===== src/rtl/seven_seg_scan_ctrl.sv =====
// Multiplexed seven-segment scan controller sharing one external BCD decoder across NUM_DIGITS.
// Optional leading-zero blanking is compiled in when SEG_LZ_BLANK_EN is defined.
module seven_seg_scan_ctrl #(
  parameter int unsigned NUM_DIGITS = 4,
  parameter int unsigned PRESCALE   = 50000,
  parameter int unsigned GUARD      = 2
) (
  input  logic                    clk,
  input  logic                    reset_n,
  input  logic                    enable,
  input  logic [4*NUM_DIGITS-1:0] digits_in,
  input  logic                    load,
  output logic                    update_pending,
  output logic [4:0]              dec_bcd,
  input  logic [6:0]              dec_seven,
  output logic [6:0]              seg,
  output logic [NUM_DIGITS-1:0]   an,
  output logic                    frame_done
);

  localparam int unsigned SlotW = $clog2(NUM_DIGITS);
  localparam int unsigned CntW  = $clog2(PRESCALE);
  localparam logic [CntW-1:0]  CntMax   = CntW'(PRESCALE - 1);
  localparam logic [CntW-1:0]  GuardEnd = CntW'(GUARD - 1);
  localparam logic [SlotW-1:0] LastSlot = SlotW'(NUM_DIGITS - 1);
  localparam logic [6:0]       SegOff   = 7'h7F;
  localparam logic [6:0]       SegDash  = 7'b0111111;

  typedef enum logic [1:0] {StIdle, StGuard, StDrive} state_e;

  state_e                  state_q, state_d;
  logic [CntW-1:0]         count_q, count_d;
  logic [SlotW-1:0]        slot_q, slot_d;
  logic [4*NUM_DIGITS-1:0] disp_q, stage_q;
  logic                    pend_q;
  logic [6:0]              seg_q, seg_d;
  logic [NUM_DIGITS-1:0]   an_q, an_d;
  logic                    frame_q;
  logic                    tick, boundary;
  logic [3:0]              cur_digit;
  logic                    cur_blank;

  always_comb begin
    cur_digit = '0;
    for (int i = 0; i < NUM_DIGITS; i++) begin
      if (slot_q == SlotW'(i)) cur_digit = disp_q[4*i +: 4];
    end
  end

`ifdef SEG_LZ_BLANK_EN
  // Blank zeros from the top digit down until the first nonzero; digit 0 always shows.
  logic [NUM_DIGITS-1:0] lz_mask;
  always_comb begin
    logic seen;
    seen       = 1'b0;
    lz_mask    = '0;
    for (int i = NUM_DIGITS - 1; i >= 1; i--) begin
      if (disp_q[4*i +: 4] != 4'd0) seen = 1'b1;
      lz_mask[i] = ~seen;
    end
    cur_blank = 1'b0;
    for (int i = 0; i < NUM_DIGITS; i++) begin
      if (slot_q == SlotW'(i)) cur_blank = lz_mask[i];
    end
  end
`else
  assign cur_blank = 1'b0;
`endif

  assign dec_bcd = {1'b0, cur_digit};

  always_comb begin
    state_d = state_q;
    count_d = count_q;
    slot_d  = slot_q;
    tick    = enable && (state_q == StDrive) && (count_q == CntMax);
    if (!enable) begin
      state_d = StIdle;
    end else begin
      unique case (state_q)
        StIdle: begin
          state_d = StGuard;
          count_d = '0;
        end
        StGuard: begin
          count_d = count_q + CntW'(1);
          if (count_q == GuardEnd) state_d = StDrive;
        end
        StDrive: begin
          if (tick) begin
            count_d = '0;
            slot_d  = (slot_q == LastSlot) ? '0 : slot_q + SlotW'(1);
            state_d = StGuard;
          end else begin
            count_d = count_q + CntW'(1);
          end
        end
        default: state_d = StIdle;
      endcase
    end
  end

  assign boundary = tick && (slot_q == LastSlot);

  // Outputs are registered from the next state so an/seg line up with the slot they belong to.
  always_comb begin
    an_d = '1;
    if (state_d == StDrive) begin
      for (int i = 0; i < NUM_DIGITS; i++) begin
        if (slot_d == SlotW'(i)) an_d[i] = 1'b0;
      end
    end
    if (state_d == StIdle)   seg_d = SegOff;
    else if (cur_digit > 9)  seg_d = SegDash;
    else if (cur_blank)      seg_d = SegOff;
    else                     seg_d = dec_seven;
  end

  always_ff @(posedge clk) begin
    if (!reset_n) begin
      state_q <= StIdle;
      count_q <= '0;
      slot_q  <= '0;
      disp_q  <= '0;
      stage_q <= '0;
      pend_q  <= 1'b0;
      seg_q   <= SegOff;
      an_q    <= '1;
      frame_q <= 1'b0;
    end else begin
      state_q <= state_d;
      count_q <= count_d;
      slot_q  <= slot_d;
      seg_q   <= seg_d;
      an_q    <= an_d;
      frame_q <= boundary;
      if (load && boundary) begin
        disp_q  <= digits_in;
        stage_q <= digits_in;
        pend_q  <= 1'b0;
      end else if (load) begin
        stage_q <= digits_in;
        pend_q  <= 1'b1;
      end else if (boundary && pend_q) begin
        disp_q <= stage_q;
        pend_q <= 1'b0;
      end
    end
  end

  assign update_pending = pend_q;
  assign seg            = seg_q;
  assign an             = an_q;
  assign frame_done     = frame_q;

endmodule


===== config.mk =====
export PLATFORM = sky130hd
export DESIGN_NAME = seven_seg_scan_ctrl
export DESIGN_NICKNAME = d
export VERILOG_FILES = /design/src/rtl/seven_seg_scan_ctrl.sv
export SDC_FILE = /design/constraint.sdc
export NUM_CORES = 1
export LEC_CHECK = 0
export BUFFER_PORTS_ARGS = -buffer_cell sky130_fd_sc_hd__buf_4
export CAP_MARGIN = 30
export CORE_AREA = 2 2 85 71
export CTS_CLUSTER_DIAMETER = 40
export DETAILED_ROUTE_END_ITERATION = 8
export DIE_AREA = 0 0 87 73
export PLACE_DENSITY = 0.77
export SLEW_MARGIN = 20
export SYNTH_ARGS = -nofsm -noshare
export SYNTH_HDL_FRONTEND = slang
export SYNTH_SLANG_ARGS = --single-unit

===== constraint.sdc =====
create_clock -name clk -period 2 [get_ports clk]
set_input_delay 0.2 -clock clk [delete_from_list [all_inputs] [get_ports clk]]
set_output_delay 0.2 -clock clk [all_outputs]
set_load 0.05 [all_outputs]

; Word-level counts from Yosys, hierarchy flattened
; Index checks and enable logic that the tools add are counted.
; W data, S select, Z words.
[word_totals]
reg_bits = 65
[op_classes]
order_cmp = 1
addsub = 2
reduce_logical = 19
eq_ne = 12
n_mux = 26
bitwise_logic = 1
[op_table]
columns = operator, n
row1 = $mux W16, 6
row2 = $pmux W16 S3, 1
row3 = $add A16 B1 Y16 const B, 1
row4 = $eq A16 B1 Y1 const B, 1
row5 = $eq A16 B16 Y1 const B, 1
row6 = $mux W4, 4
row7 = $mux W2, 7
row8 = $eq A2 B2 Y1 const B, 6
row9 = $logic_not A2 Y1, 4
row10 = $mux W7, 1
row11 = $eq A2 B1 Y1 const B, 3
row12 = $mux W1, 6
row13 = $pmux W2 S3, 1
row14 = $reduce_and A2 Y1, 3
row15 = $reduce_bool A2 Y1, 3
row16 = $logic_and A1 B1 Y1, 5
row17 = $gt A4 B4 Y1 const B, 1
row18 = $reduce_or A2 Y1, 2
row19 = $reduce_bool A3 Y1, 1
row20 = $reduce_or A3 Y1, 1
row21 = $add A2 B1 Y2 const B, 1
row22 = $ne A2 B1 Y1 const B, 1
row23 = $not A1 Y1, 1

; Depth between registers and ports, before layout
; Gate-level depths: netlist (run 1).
[depth]
word_depth = 8
depth_mapped = 8
mapped_depth_nobuf = 7

; Least setup slack after synthesis (run 1)
; OpenSTA, ideal clock, no wires.
[synth_timing]
path_kind = flip-flop to flip-flop
start = reg slot_q[0]
end = reg seg_q[6], in the netlist seg[6]
required_time_ps = 1855
synth_period_minus_slack_ps = 2885
setup_time_ps = 145
path_slack_ps = -885
arrival_time_ps = 2740
path_stages_with_launch = 7
cell_sequence = dfxtp_1 -> inv_1 -> ha_1 -> nor3b_1 -> a211oi_1 -> a2bb2oi_1 -> o2111ai_1
[synth_via]
elab_chain_cells = 7
word_cells_on_any_way = 10
[synth_lines]
columns = item, line_no
row1 = "start, declared", 33  ; logic [SlotW-1:0] slot_q, slot_d;
row2 = "start signal, assigned", 133  ; slot_q <= slot_d;
row3 = $logic_not A2 Y1, 46  ; if (slot_q == SlotW'(i)) cur_digit = disp_q[4*i +: 4];
row4 = $mux W4 (3 in a row), 46
row5 = $mux W4 (*), 46
row6 = net dec_bcd[1], 14  ; output logic [4:0] dec_bcd,
row7 = $gt A4 B4 Y1 (*), 114  ; else if (cur_digit > 9) seg_d = SegDash;
row8 = $mux W7 (*), 114
row9 = "end signal, assigned", 127  ; seg_q <= SegOff;
row10 = "end signal, assigned", 134  ; seg_q <= seg_d;
row11 = "end, declared", 36  ; logic [6:0] seg_q, seg_d;
; The timed path passes the listed nets; every way through them passes the cells marked *.
; A chain may end at the register's enable or synchronous reset.

; Final worst setup path (run 1)
[layout_timing]
start = reg slot_q[0]
end = out dec_bcd[2]
[layout_via]
elab_chain_cells = 5
word_cells_on_any_way = 8
[layout_lines]
columns = item, line_no
row1 = $logic_not A2 Y1, 46
row2 = $mux W4 (3 in a row), 46
row3 = $mux W4 (*), 46
row4 = "end, declared", 14
; Every way passes the cells marked *; elsewhere a longest branch is shown, timed or not.

==> results of run 1 <==
layout make-up:
type	instances	area, um2	share of cell area
clock buffers	14	173	0.0446
clock inverters	2	35.0	0.00905
inverters	11	46.3	0.0120
multi-input cells	240	1700	0.439
flip-flops and latches	65	1310	0.338
well taps	67	83.8	0.0216
repair buffers	66	523	0.135
flip-flops by register name, indices dropped and copies added, names as in the netlist:
signal and count:
state_q 2, stage_q 16, seg 7, an 4, update_pending 1, disp_q 16
count_q 16, slot_q 2, frame_done 1
kinds of logic (layout without fill, tap and decap cells):
kind of cell | Yosys count | in the layout | share of synthesized area
AND/OR/NAND/NOR | 146 | 146 | 0.253
flip-flops | 65 | 65 | 0.437
AO/OA/AOI/OAI | 56 | 56 | 0.141
buffers and inverters | 27 | 93 | 0.0399
multiplexers | 16 | 16 | 0.0538
XOR/XNOR | 11 | 11 | 0.0323
adder cells (fa/ha/maj) | 10 | 10 | 0.0420
other | 1 | 1 | 0.00126
synth_stat cells, drive strengths merged (3+ instances only):
cell and count:
inv 10, a31oi 7, nor3 15, nand3b 4, dfxtp 65, buf 7
o22ai 4, xnor2 4, mux2i 16, and3 3, a21oi 13, nand3 15
nor2 45, nand4 7, nand2 31, clkbuf 9, xor2 7, nor3b 3
o21ai 7, nor2b 5, a211oi 16, ha 10, o211ai 3, nand2b 6
critical path, cell delays in order, from the launching register on:
cell and delay (ps):
dfxtp_4 400, ha_2 360, nor3b_1 130, a211oi_4 330
buf_6 210
what timing repair did:
item / in CTS / in global routing
buffers inserted: 2 / 6
setup endpoints to repair: 11 / 38
endpoints found under the hold margin: 0 / 0
resized for setup: 19 / 14
pin swaps: 4 / 7
path summary, 6_finish.rpt:
path | startpoint | endpoint | slack [ps] | depth (start not counted)
max | slot_q[0] | dec_bcd[2] | 20 | 4
min | dec_seven[3] | seg[3] | 50 | 3
max reg2reg | count_q[10] | an[3] | 40 | 5
min reg2reg | slot_q[1] | an[2] | 470 | 1
per-stage QoR:
step           setup WS (ps)  power (W)  utilization  instances
6_report                23.5    0.00269        0.692        465
5_1_grt                -55.6    0.00277        0.692        465
4_1_cts                 18.1    0.00271        0.672        459
3_5_place_dp           -85.8    0.00156        0.621        441
3_3_place_gp            79.2    0.00156        0.621        441
2_1_floorplan          -48.7    0.00148            -        332
routing by layer:
metal / part of all wire / global-route usage
met5: 0 / 0
met4: 0.012 / 0.111
met3: 0.076 / 0.0701
met1: 0.46 / 0.298
met2: 0.45 / 0.360
power breakdown:
group,switching (W),total [W],internal (W)
Combinational,0.000120,0.000206,0.0000856
Sequential,0.0000113,0.00133,0.00132
Clock,0.000480,0.00116,0.000677
==> flow_summary_export.csv, run 1 <==
group,metric,value,unit
final_layout,final_area,3870,um2
critical_path,crit_fanout,13,
floorplan,fp.dieH,73,um
yosys,async_flop_share,0,
grt,grt_max_degree,32,
place,port_buffers,43,
critical_path,endpoint_kind,"primary output",
final_layout,drive_gt1_frac,0.304,
sta,fin_tns_setup,0,ps
final_layout,layout_commonest_cell,"dfxtp_1",
flow_run,drv_cap,0,
final_layout,fillCellCount,428,
grt,grt-ovfl-total,0,
sta,finalMaxSlewViolations,0,
sta,grt_setup_unrepaired,"yes",
clock_network,cts_max_path_buffers,2,
yosys,synth_top_area_share,0.437,
yosys,syn-num-nets,369,
clock_network,clock-sinks,65,
yosys,synth_cell_types,53,
sta,setup_violations,0,
sta,layout_worst_path_cycle_share,0.988,
clock_network,cts-root-buf,"clkbuf_8",
critical_path,path_class,"reg2out",
yosys,ys_seq_elements,65,
drt,drc_errors,0,
clock_network,htreeDepth,3,
floorplan,ios,45,
run_status,outcome,"finished, final reports clean",
drt,first_pass_iters,4,
drt,num_vias,2675,
worst_hold_path,min_path_type,"in2reg",
yosys,syn_area,2980,um2
power_and_ir_drop,peakVddDrop,0.400,mV
yosys,ys_seq_area_frac,0.437,
power_and_ir_drop,leakage,1.45,nW
clock_network,cts_buffers,9,
drt,wl,7.30,mm
sta,finClkSkew,13.1,ps
yosys,synth_cells,332,
clock_network,cts_tree,"yes",
sta,finalHoldViolCount,0,
drt,antenna_left,0,
floorplan,die_x,87,um
drt,via_per_inst,5.75,
final_layout,most-common-layout-cells,"dfxtp_1, buf_4, nor2_1, nand2_1, mux2i_1",
clock_network,clock_latency,350,ps
critical_path,startpoint_type,"register",
floorplan,core,5600,um2
sta,max_freq,0.506,GHz
final_layout,n_antenna_cell,0,
grt,antenna_found_initial,0,
yosys,ys_warn_count,0,
grt,track_usage,0.233,
clock_network,clk_pin_slew,70,ps
sta,timing.hold.ws,47.1,ps
yosys,synth.area.top_cells,"dfxtp_1, nor2_1, mux2i_1, ha_1, nand2_1",
place,dp_hpwl,4.84,mm
final_layout,syn2layout_area_growth,30.0,%
grt,grt_pass1_wl,11.4,mm
floorplan,std_cell_rows,25,
final_layout,final_nets,430,
floorplan,start_util,0.532,
place,dpl-instance-area,3480,um2
floorplan,dieArea,6350,um2
place,place_congestion,0.911,
yosys,synth_edf_count,0,
yosys,synth_area_leader_cell,"dfxtp_1",
clock_network,cts_hold_buf,0,
critical_path,required,1800,ps
drt,drt_iter0_drc,151,
power_and_ir_drop,power.density,696,nW/um2
drt,avgRoutedWirePerCell,15.7,um
sta,min_period,1980,ps
critical_path,cp.arrival,1780,ps
yosys,avgSynthCellArea,8.97,um2
yosys,ys.flop_type,"dfxtp_1",
grt,grt_pass1_vias,2476,
No activity file was read; power rests on OpenSTA's default activity.
==> run 2: changes to the inputs <==
--- a/config.mk
+++ b/config.mk
@@ -8,6 +8,7 @@
 export BUFFER_PORTS_ARGS = -buffer_cell sky130_fd_sc_hd__buf_4
 export CAP_MARGIN = 30
 export CORE_AREA = 2 2 85 71
+export CTS_BUF_LIST = sky130_fd_sc_hd__clkbuf_4 sky130_fd_sc_hd__clkbuf_8 sky130_fd_sc_hd__clkbuf_16
 export CTS_CLUSTER_DIAMETER = 40
 export DETAILED_ROUTE_END_ITERATION = 8
 export DIE_AREA = 0 0 87 73
==> run 2 against run 1 <==
Against the previous run:
- critical path depth stayed put
- core utilization up 0.13 points
- final area increased by 0.19%
- wire length fell by 0.59%
- clock skew shrank 1.6 ps
- die area is the same
- global-route usage about the same
- maximum frequency down 0.35%
- sequential power hardly changed
- count of clock-buffer cells in the layout is the same
- clock power about the same
- critical endpoint unchanged
==> flow_summary_export.csv, run 2 (synthesized netlist as in run 1, its figures left out) <==
group,metric,value,unit
run_status,outcome,"finished, final reports clean",
power_and_ir_drop,leakage,1.46,nW
floorplan,dieArea,6350,um2
final_layout,top_regs,"count_q: 16 flops, disp_q: 16 flops, stage_q: 16 flops",
grt,grt-ovfl-total,0,
clock_network,clock_latency,350,ps
sta,finalWorstSetupSlack,16.5,ps
power_and_ir_drop,peakVddDrop,0.400,mV
place,place_congestion,0.911,
clock_network,clk_pin_slew,70,ps
critical_path,cp.arrival,1780,ps
critical_path,crit_slowest_cell,"dfxtp_4",
power_and_ir_drop,clkPwrFrac,0.436,
sta,finalHoldViolCount,0,
sta,finClkSkew,11.5,ps
power_and_ir_drop,power.density,701,nW/um2
critical_path,required,1800,ps
drt,first_pass_iters,4,
clock_network,clock-sinks,65,
final_layout,n_antenna_cell,0,
clock_network,cts-root-buf,"clkbuf_8",
place,port_buffers,43,
power_and_ir_drop,combPwrFrac,0.075,
floorplan,std_cell_rows,25,
worst_hold_path,min_path_type,"in2reg",
grt,gr-usage-met2,0.361,
final_layout,final_area,3880,um2
power_and_ir_drop,intPower,0.00211,W
floorplan,die_x,87,um
floorplan,core,5600,um2
grt,grt_pass1_wl,11.4,mm
final_layout,syn2layout_area_growth,30.2,%
critical_path,crit_fanout,13,
drt,antenna_left,0,
critical_path,critPathMaxStageDelay,400,ps
clock_network,htreeDepth,3,
grt,antenna_found_initial,0,
power_and_ir_drop,p_seq_frac,0.489,
power_and_ir_drop,finalPower,0.00272,W
place,dpl-instance-area,3480,um2
critical_path,startpoint_type,"register",
grt,track_usage,0.233,
grt,met3_usage,0.0701,
power_and_ir_drop,p_sw_frac,0.225,
critical_path,endpoint_kind,"primary output",
critical_path,cp_cell_sequence,"ha_2, nor3b_1, a211oi_4, buf_6",
sta,max_freq,0.504,GHz
grt,grt_pass1_vias,2477,
drt,via_per_inst,5.71,
worst_hold_path,min_path_cells,3,
drt,drc_errors,0,
final_layout,drive_gt1_frac,0.309,
final_layout,most-common-layout-cells,"dfxtp_1, buf_4, nor2_1, nand2_1, mux2i_1",
clock_network,cts_tree,"yes",
flow_run,drv_cap,0,
drt,num_vias,2657,
grt,grt_busiest_layer,"met2",
sta,min_period,1980,ps
sta,layout_worst_path_cycle_share,0.992,
drt,avgRoutedWirePerCell,15.6,um
place,dp_hpwl,4.84,mm
final_layout,layout_commonest_cell,"dfxtp_1",
final_layout,final_nets,430,
sta,grt_setup_unrepaired,"yes",
clock_network,cts_max_path_buffers,2,
drt,wl,7.26,mm
floorplan,start_util,0.532,
sta,finalMaxSlewViolations,0,
clock_network,cts_buffers,9,
final_layout,utilization,0.693,
drt,drt_iter0_drc,185,
sta,setup_violations,0,
critical_path,path_class,"reg2out",
grt,use_met1,0.298,
place,place_ws,-85.8,ps
critical_path,reg2reg_depth,5,
power_and_ir_drop,switching_power,0.000613,W
grt,grt_max_degree,32,
floorplan,ios,45,
floorplan,fp.dieH,73,um
## run 2: cell count changes in the layout (fill, tap and decap cells not counted)
cell,delta
clkbuf_1,-2
clkbuf_4,+2
## run 2: worst paths after layout
path	from	endpoint	slack, ps
hold reg to reg	slot_q[1]	an[2]	470
hold / removal	dec_seven[3]	seg[3]	50
setup / recovery	slot_q[0]	dec_bcd[2]	20
setup reg to reg	count_q[10]	an[0]	60
## run 2: power groups by stage
stage	sequential (W)	clock, W	combinational, W
floorplan	0.00138	0	0.0000987
global placement	0.00136	0	0.000198
detailed placement	0.00136	0	0.000202
CTS	0.00133	0.00121	0.000203
global route	0.00133	0.00124	0.000223
finish	0.00133	0.00119	0.000205
## run 2: worst max-delay path: cells and delay by family (launching register included)
family / cells / cell delay [ps]
flops: 1 / 400
fa+ha+maj: 1 / 360
compound gates: 1 / 330
buf+inv: 1 / 210
simple gates: 1 / 140
## run 2: timing repair
action                                  4_1_cts  5_1_grt
pin swaps                                     4        7
endpoints found under the hold margin         0        0
hold buffers                                  0        0
buffers inserted                              2        6
endpoints found under the setup margin       11       38
resized for setup                            19       14
## run 2: through the flow
step | setup TNS, ps | hold slack [ps] | instances
2_1_floorplan | -48.7 | 307 | 332
3_3_place_gp | 0 | 394 | 441
3_5_place_dp | -304 | 398 | 441
4_1_cts | 0 | 38.3 | 459
5_1_grt | -104 | 49.4 | 465
6_report | 0 | 45.4 | 465
## run 2: area by class of cell
cell class	instances	area [um2]
clock buffer	14	180
clock inverter	2	35.0
fill	427	1720
inverter	11	46.3
multi-input combinational	240	1700
sequential	65	1310
tap	67	83.8
timing repair buffer	66	523
## run 2: routing by layer
layer,vias to the layer above,share of wire
met4,0,0.011
met5,-,0
li1,1288,-
met2,87,0.46
met1,1275,0.46
met3,7,0.064
==> run 3: changes to the inputs <==
--- a/config.mk
+++ b/config.mk
@@ -6,13 +6,15 @@
 export NUM_CORES = 1
 export LEC_CHECK = 0
 export BUFFER_PORTS_ARGS = -buffer_cell sky130_fd_sc_hd__buf_4
-export CAP_MARGIN = 30
-export CORE_AREA = 2 2 85 71
+export CAP_MARGIN = 40
+export CELL_PAD_IN_SITES_DETAIL_PLACEMENT = 1
+export CELL_PAD_IN_SITES_GLOBAL_PLACEMENT = 1
+export CORE_AREA = 2 2 97 80
 export CTS_BUF_LIST = sky130_fd_sc_hd__clkbuf_4 sky130_fd_sc_hd__clkbuf_8 sky130_fd_sc_hd__clkbuf_16
 export CTS_CLUSTER_DIAMETER = 40
 export DETAILED_ROUTE_END_ITERATION = 8
-export DIE_AREA = 0 0 87 73
-export PLACE_DENSITY = 0.77
+export DIE_AREA = 0 0 99 82
+export PLACE_DENSITY_LB_ADDON = 0.1
 export SLEW_MARGIN = 20
 export SYNTH_ARGS = -nofsm -noshare
 export SYNTH_HDL_FRONTEND = slang
==> run 3 against run 2 <==
Against the previous run:
- combinational power increased by 2%
- maximum frequency decreased by 0.59%
- largest cell class unchanged
- sequential cell count unchanged
- final cell count increased by 6.0%
- critical path type unchanged
- final area increased by 0.97%
- core utilization decreased by 15 points
- via count decreased by 1.8%
==> flow_summary_export.csv, run 3 (synthesized netlist as in run 1, its figures left out) <==
group,metric,value,unit
floorplan,std_cell_rows,28,
worst_hold_path,min_from,"dec_seven[5]",
sta,fin_tns_setup,0,ps
grt,grt_pass1_vias,2506,
grt,grt_max_degree,29,
clock_network,clock-sinks,65,
drt,num_vias,2610,
grt,grt-ovfl-total,0,
place,port_buffers,43,
worst_hold_path,min_to,"seg[5]",
final_layout,drive_gt1_frac,0.310,
critical_path,startpoint_type,"register",
sta,min_period,2000,ps
clock_network,cts_tree,"yes",
power_and_ir_drop,power.density,652,nW/um2
sta,layout_worst_path_cycle_share,0.998,
floorplan,die_x,99,um
run_status,outcome,"finished, final reports clean",
clock_network,cts_hold_buf,0,
drt,first_pass_iters,4,
place,dp_hpwl,5.51,mm
worst_hold_path,min_path_type,"in2reg",
power_and_ir_drop,leakage,1.47,nW
clock_network,cts_buffers,9,
clock_network,cts_max_path_buffers,2,
final_layout,final_nets,435,
drt,antenna_left,0,
sta,max_freq,0.501,GHz
critical_path,path_class,"reg2out",
drt,drt_iter0_drc,90,
clock_network,clock_latency,350,ps
critical_path,crit_fanout,8,
sta,finalHoldViolCount,0,
clock_network,htreeDepth,3,
final_layout,multi_input_area,1700,um2
floorplan,dieArea,8120,um2
drt,via_per_inst,5.29,
floorplan,start_util,0.415,
drt,drc_errors,0,
final_layout,most-common-layout-cells,"buf_4, dfxtp_1, nor2_1, nand2_1, mux2i_1",
clock_network,cts-root-buf,"clkbuf_8",
place,place_congestion,0.841,
clock_network,clk_pin_slew,70,ps
floorplan,fp.dieH,82,um
power_and_ir_drop,finalPower,0.00256,W
critical_path,timing.rr.end,"seg[6]",
final_layout,syn2layout_area_growth,31.5,%
grt,antenna_found_initial,0,
power_and_ir_drop,peakVddDrop,0.429,mV
critical_path,ff2ff_setup_slack,80,ps
sta,finClkSkew,7.61,ps
floorplan,core,7180,um2
critical_path,reg2reg_depth,8,
flow_run,drv_cap,0,
final_layout,fillCellCount,857,
final_layout,regArea,1310,um2
drt,avgRoutedWirePerCell,16.6,um
floorplan,ios,45,
final_layout,layout_commonest_cell,"buf_4",
critical_path,endpoint_kind,"primary output",
critical_path,cp.arrival,1800,ps
drt,wl,8.18,mm
critical_path,required,1800,ps
critical_path,timing.rr.start,"slot_q[1]",
final_layout,top_regs,"count_q: 16 flops, disp_q: 16 flops, stage_q: 16 flops",
worst_hold_path,min_path_cells,3,
grt,grt_pass1_wl,12.7,mm
final_layout,n_antenna_cell,0,
sta,finalMaxSlewViolations,0,
sta,setup_violations,0,
grt,track_usage,0.203,
[run 3: changes by cell type in the layout (fill, tap and decap cells not counted), sizes merged]
cell,before,now
clkinvlp,0,1
clkinv,2,5
clkbuf,14,12
bufinv,1,0
buf,66,70
[run 3: timing repair]
action | 4_1_cts | 5_1_grt
gates cloned | 0 | 1
gates resized for setup | 17 | 13
pin swaps | 2 | 6
buffers inserted | 1 | 6
setup endpoints to repair | 10 | 23
[run 3: critical path: stages, from the launching register on]
cell and delay, ps:
dfxtp_4 390, inv_4 60, ha_4 190, nand3b_1 190, a221o_1 340, nand2_1 110
buf_6 160
[run 3: worst max path at each step]
stage	startpoint	to	slack, ps	cells past startpoint
2_1_floorplan	slot_q[1]	seg[6]	-50	6
3_3_place_gp	slot_q[1]	seg[6]	110	6
3_5_place_dp	slot_q[0]	seg[0]	-20	7
4_1_cts	state_q[0]	disp_q[7]	30	7
5_1_grt	slot_q[1]	dec_bcd[3]	-50	6
6_report	slot_q[1]	dec_bcd[3]	5	6
[run 3: metal layers]
layer / wire [um] / GRT usage / part of all wire / up-vias
li1: - / - / - / 1301
met1: 4160 / 0.276 / 0.51 / 1252
met2: 3510 / 0.305 / 0.43 / 44
met3: 355 / 0.0502 / 0.043 / 13
met4: 149 / 0.0932 / 0.018 / 0
met5: 0 / 0 / 0 / -
[run 3: stage by stage]
stage	cell area, um2	hold WS, ps	std cells	utilization	setup WS [ps]
after floorplan	3020	307	332	-	-48.7
after global placement	3540	398	469	0.493	111
after detailed placement	3540	401	469	0.493	-18.8
after CTS	3780	26.0	486	0.526	28.1
after global routing	3920	38.5	493	0.545	-45.2
final	3920	36.9	493	0.545	4.78
[run 3: where the power goes]
part	total, W	switching, W	leakage (nW)	internal [W]
Combinational	0.000209	0.000121	0.851	0.0000876
Clock	0.00102	0.000524	0.0925	0.000492
Sequential	0.00133	0.0000117	0.530	0.00132
Total	0.00256	0.000657	1.47	0.00190
[run 3: area by class of cell]
cell class	count	share of cell area
clock buffer	11	0.0370
tap	90	0.0287
multi-input combinational	240	0.433
clock inverter	5	0.00798
timing repair buffer	71	0.148
sequential	65	0.334
inverter	11	0.0118
